`config.mk`:
```
export PLATFORM = sky130hd
export DESIGN_NAME = morse_digit_tx_flat
export DESIGN_NICKNAME = d
export VERILOG_FILES = /design/src/rtl/morse_digit_tx_if.sv /design/src/rtl/morse_digit_tx.sv /design/src/flat_wrapper.sv
export SDC_FILE = /design/constraint.sdc
export NUM_CORES = 1
export LEC_CHECK = 0
export ABC_AREA = 0
export BUFFER_PORTS_ARGS = -buffer_cell sky130_fd_sc_hd__buf_2
export CAP_MARGIN = 20
export CORE_ASPECT_RATIO = 2
export CORE_MARGIN = 2
export CORE_UTILIZATION = 50
export CTS_BUF_LIST = sky130_fd_sc_hd__clkbuf_8 sky130_fd_sc_hd__clkbuf_16
export DETAILED_ROUTE_END_ITERATION = 12
export GPL_TIMING_DRIVEN = 0
export PLACE_DENSITY = 0.79
export SYNTH_ARGS = -nofsm -noshare
export SYNTH_HDL_FRONTEND = slang
export SYNTH_SLANG_ARGS = --single-unit
```
`constraint.sdc`:
```
create_clock -name clk -period 2.8 [get_ports clk]
set_clock_uncertainty 0.1 [all_clocks]
set_input_delay 0 -clock clk [delete_from_list [all_inputs] [get_ports clk]]
set_output_delay 0 -clock clk [all_outputs]
set_load 0.1 [all_outputs]
```
`src/rtl/morse_digit_tx_if.sv`:
```
// +------------------------------------------------------------------+
// | morse_digit_tx_if : request / keyed-output bundle for the         |
// |                     Morse digit transmitter                       |
// | Rev 1.0                                                           |
// +------------------------------------------------------------------+
`default_nettype none

interface morse_digit_tx_if;
   logic [3:0] key;
   logic       start;
   logic       busy;
   logic       done;
   logic       err;
   logic       morse_out;
   logic [3:0] cur_key;

   modport master (
      output key, start,
      input  busy, done, err, morse_out, cur_key
   );

   modport slave (
      input  key, start,
      output busy, done, err, morse_out, cur_key
   );
endinterface

`default_nettype wire

```
`src/rtl/morse_digit_tx.sv`:
```
// +------------------------------------------------------------------+
// | morse_digit_tx : keys a decimal digit out as Morse timing on a    |
// |                  single on/off line                               |
// | Rev 1.0                                                           |
// +------------------------------------------------------------------+
`default_nettype none

module morse_digit_tx #(
   parameter int UNIT_CYCLES = 25_000_000
) (
   input  wire logic         clk,
   input  wire logic         rst_n,
   morse_digit_tx_if.slave   bus
);

   localparam int             C_CW   = (UNIT_CYCLES > 1) ? $clog2(UNIT_CYCLES) : 1;
   localparam logic [C_CW-1:0] C_LAST = C_CW'(UNIT_CYCLES - 1);

   typedef enum logic [1:0] {
      S_IDLE  = 2'd0,
      S_MARK  = 2'd1,
      S_SPACE = 2'd2,
      S_GAP   = 2'd3
   } state_t;

   state_t          state_q;
   logic [C_CW-1:0] cyc_q;
   logic [1:0]      unit_q;
   logic [2:0]      sym_q;
   logic [4:0]      pat_q;
   logic            busy_q;
   logic            done_q;
   logic            err_q;
   logic            morse_q;
   logic [3:0]      cur_key_q;
   logic [1:0]      unit_last_w;

   // MSB is the next symbol to send; 1 = dash, 0 = dot
   function automatic logic [4:0] digit_pattern(input logic [3:0] d);
      case (d)
         4'd0:    digit_pattern = 5'b11111;
         4'd1:    digit_pattern = 5'b01111;
         4'd2:    digit_pattern = 5'b00111;
         4'd3:    digit_pattern = 5'b00011;
         4'd4:    digit_pattern = 5'b00001;
         4'd5:    digit_pattern = 5'b00000;
         4'd6:    digit_pattern = 5'b10000;
         4'd7:    digit_pattern = 5'b11000;
         4'd8:    digit_pattern = 5'b11100;
         4'd9:    digit_pattern = 5'b11110;
         default: digit_pattern = 5'b00000;
      endcase
   endfunction

   always_comb begin
      unit_last_w = 2'd0;
      if ((state_q == S_MARK && pat_q[4]) || state_q == S_GAP)
         unit_last_w = 2'd2;
   end

   always_ff @(posedge clk) begin
      if (!rst_n) begin
         state_q   <= S_IDLE;
         cyc_q     <= '0;
         unit_q    <= 2'd0;
         sym_q     <= 3'd0;
         pat_q     <= 5'd0;
         busy_q    <= 1'b0;
         done_q    <= 1'b0;
         err_q     <= 1'b0;
         morse_q   <= 1'b0;
         cur_key_q <= 4'd0;
      end else begin
         done_q <= 1'b0;
         err_q  <= 1'b0;
         if (state_q == S_IDLE) begin
            if (bus.start) begin
               if (bus.key <= 4'd9) begin
                  state_q   <= S_MARK;
                  pat_q     <= digit_pattern(bus.key);
                  cur_key_q <= bus.key;
                  cyc_q     <= '0;
                  unit_q    <= 2'd0;
                  sym_q     <= 3'd0;
                  busy_q    <= 1'b1;
                  morse_q   <= 1'b1;
               end else begin
                  err_q <= 1'b1;
               end
            end
         end else if (cyc_q != C_LAST) begin
            cyc_q <= cyc_q + C_CW'(1);
         end else begin
            cyc_q <= '0;
            if (unit_q != unit_last_w) begin
               unit_q <= unit_q + 2'd1;
            end else begin
               // Element finished: outputs change on the same edge as the state
               unit_q <= 2'd0;
               case (state_q)
                  S_MARK: begin
                     morse_q <= 1'b0;
                     state_q <= (sym_q < 3'd4) ? S_SPACE : S_GAP;
                  end
                  S_SPACE: begin
                     morse_q <= 1'b1;
                     sym_q   <= sym_q + 3'd1;
                     pat_q   <= {pat_q[3:0], 1'b0};
                     state_q <= S_MARK;
                  end
                  default: begin
                     busy_q  <= 1'b0;
                     done_q  <= 1'b1;
                     state_q <= S_IDLE;
                  end
               endcase
            end
         end
      end
   end

   assign bus.busy      = busy_q;
   assign bus.done      = done_q;
   assign bus.err       = err_q;
   assign bus.morse_out = morse_q;
   assign bus.cur_key   = cur_key_q;

endmodule

`default_nettype wire
```
`src/flat_wrapper.sv`:
```
// flat-port wrapper written by rule: the top's interface ports become plain ports
module morse_digit_tx_flat 
#(
   parameter int UNIT_CYCLES = 25_000_000
)
  (clk, rst_n, bus_key, bus_start, bus_busy, bus_done, bus_err, bus_morse_out, bus_cur_key);
  morse_digit_tx_if bus_i ();
  input  wire logic clk;
  input  wire logic rst_n;
  input wire logic [$bits(bus_i.key)-1:0] bus_key;
  input wire logic [$bits(bus_i.start)-1:0] bus_start;
  output wire logic [$bits(bus_i.busy)-1:0] bus_busy;
  output wire logic [$bits(bus_i.done)-1:0] bus_done;
  output wire logic [$bits(bus_i.err)-1:0] bus_err;
  output wire logic [$bits(bus_i.morse_out)-1:0] bus_morse_out;
  output wire logic [$bits(bus_i.cur_key)-1:0] bus_cur_key;
  assign bus_i.key = bus_key;
  assign bus_i.start = bus_start;
  assign bus_busy = bus_i.busy;
  assign bus_done = bus_i.done;
  assign bus_err = bus_i.err;
  assign bus_morse_out = bus_i.morse_out;
  assign bus_cur_key = bus_i.cur_key;
  morse_digit_tx #(.UNIT_CYCLES(UNIT_CYCLES)) u_core (.clk(clk), .rst_n(rst_n), .bus(bus_i));
endmodule
```
==> results.yml <==
die:
  die_h_microns: 101
  start_util_pct: 51.5
  die_area_sq_um: 5280
  core_area_sq_um: 4550
  die_w_microns: 52.4
  io_pins: 15
  std_cell_rows: 35
grt:
  antenna_found_initial: 0
  track_usage_pct: 23.5
  grt_pass1_vias: 2165
  gr-total-overflow: 0
  grt_max_degree: 15
  grt_first_pass_wirelength_microns: 9540
worst_setup_path:
  cp_slowest_stage_delay_ps: 580
  cp-end-kind: "flop"
  crit_required_ps: 2950
  critPathArrivalTime_ps: 2660
  slowest_stage: "dlygate4sd3_1"
  worstSetupStartpointType: "flop"
  crit_type: "reg -> reg"
  rr_startpoint: "u_core.state_q[1]"
  worst_path_dominant_cell_family: "buffers and inverters"
  startpoint: "u_core.state_q[1]"
  path_max_fanout: 10
  crit_buf_inv: 5
  crit_path_cell_trace: "inv_1 > ha_1 > buf_2 > clkbuf_1 > clkbuf_2 > a31oi_1 > nor3_1 > dlygate4sd3_1"
route:
  dr.pass1.iters: 4
  drt-total-wl_microns: 5500
  drc: 0
  ant_nets: 0
  drtIter0Drc: 59
  via_count: 2149
  vias_per_cell: 5.97
  routedWlPerCell_microns: 15.3
logic_synthesis:
  yosys_warnings: 0
  synthesis.nets: 292
  seq_area_frac_synth_pct: 38.4
  netlist_area_sq_um: 2340
  syn_inst: 278
  async_reset_ff_share_pct: 0
  synth_ff_type: "dfxtp_1"
  ys_types: 47
  synth_edf_count: 0
  syn_avg_cell_area_sq_um: 8.43
  synth_seq_cells: 45
placed_design:
  pre_cts_ws_ps: 465
  dpl.hpwl_microns: 4100
  portBuffers: 12
  placedCellCount: 345
  postPlaceCellArea_sq_um: 2470
  place_congestion: 0.844
timing:
  final-hold-violation-count: 0
  rsz0062_at_grt: "no"
  fin_ws_ps: 289
  period_share_pct: 89.7
  fmax_mhz: 398
  tightestPinTransition_ps: 548
  setup_tns_ps: 0
  fin_crit_ps: 2510
  relSlewSlack_pct: 63.4
  setup_violations: 0
  slew_violations: 0
clock_network:
  htreeDepth: 2
  postCtsSetupBuffers: 0
  cts-root-buf: "clkbuf_8"
  clock_sinks: 45
  cts_tree: "built"
  numCtsBuffers: 5
  cts_buffer_depth: 2
  insertion_delay_ps: 300
  path_clk_slew_ps: 90
layout:
  area_growth_pct: 14.3
  nNetsFinal: 318
  antennaDiodeCount: 0
  fin_cells: 360
  layout_commonest_cell: "dfxtp_1"
  final_cell_mix: "45 x dfxtp_1, 34 x nor2_1, 25 x nand2_1"
  postLayoutCellArea_sq_um: 2680
  drive_gt1_share_pct: 12.1
outcome:
  outcome: "finished clean"
job:
  drv_cap: 0
hold_path:
  hp-class: "reg -> reg"
  hp-start: "u_core.bus.morse_out"
power_and_ir_drop:
  powerDensity_nw_per_um2: 785
  vdd_drop_max_v: 0.000538
  p_total_uw: 2100
  p_leak_uw: 0.000958
## timing repair
action                     CTS  global route
hold buffers                 7             0
setup endpoints to repair    0             1
hold endpoints to repair     7             0
resized for setup            0             2
## state kept, by name (all words and copies together) (netlist names)
register / flops
u_core.cyc_q: 25
u_core.bus.morse_out: 1
u_core.bus.done: 1
u_core.sym_q: 3
u_core.bus.busy: 1
u_core.bus.err: 1
u_core.bus.cur_key: 4
u_core.state_q: 2
u_core.unit_q: 2
u_core.pat_q: 5
## metrics by stage
stage          util (%)  hold WS, ps
6_report           58.8          363
5_1_grt            58.8          392
4_1_cts            58.8          366
3_5_place_dp       54.3          195
3_3_place_gp       54.3          188
2_1_floorplan         -         36.0
## final timing paths
path | depth (start not counted) | slack, ps | to
setup / recovery | 8 | 290 | u_core.bus.cur_key[3]
hold / removal | 2 | 360 | u_core.bus.morse_out
setup reg to reg | 8 | 290 | u_core.bus.cur_key[3]
hold reg to reg | 2 | 360 | u_core.bus.morse_out
## layout make-up
type,instances,area (sq um)
repair buffers,19,130
clock inverters,3,65.1
plain buffers,11,50.0
well taps,55,68.8
inverters,9,33.8
multi-input cells,213,1360
fillers,428,1880
clock buffers,5,68.8
flip-flops and latches,45,901
## cells in the mapped netlist, types with 3 or more instances
master    number  area [sq um]
nor2_1        34           128
buf_2          3          15.0
o211ai_1       6          45.0
a21o_1         3          22.5
and2_1         3          18.8
a21oi_1       12          60.1
nand4_1       12          75.1
nor3_1        13          65.1
nor2b_1        4          25.0
o21ai_0       12          60.1
ha_1           7          87.6
xor2_1        10          87.6
dfxtp_1       45           901
and4_1         5          43.8
a31oi_1        5          31.3
clkbuf_1       7          26.3
o311ai_0       4          35.0
and3_1         3          18.8
nand3_1       11          55.1
inv_1          8          30.0
nand2_1       25          93.8
xnor2_1        9          78.8
mux2i_1        4          40.0
## kinds of logic after synthesis
family / count (synthesis) / synth area share [%]
AND/OR/NAND/NOR: 126 / 28.5
AO/OA/AOI/OAI: 56 / 16.5
flip-flops: 45 / 38.4
buffers and inverters: 20 / 3.52
XOR/XNOR: 19 / 7.10
adder cells (fa/ha/maj): 7 / 3.74
multiplexers: 5 / 2.19
## power by group
part	leakage [uW]	internal, uW	switching (uW)	total (uW)
clock network	0.0000681	355	227	581
logic	0.000525	226	553	779
registers	0.000364	700	42.3	743
## per-layer routing
layer / routed length [microns] / share of wire, % / GRT usage [%] / vias up
li1: - / - / - / 1055
met5: 0 / 0 / 0 / -
met1: 1980 / 36 / 22.4 / 1032
met4: 182 / 3.3 / 14.8 / 0
met3: 138 / 2.5 / 3.56 / 16
met2: 3210 / 58 / 43.8 / 46
## worst min-delay path: stages (launching register included)
cell and delay, ps:
dfxtp_1 320, inv_1 60, a221oi_2 50
(Power assumes the default switching activity.)
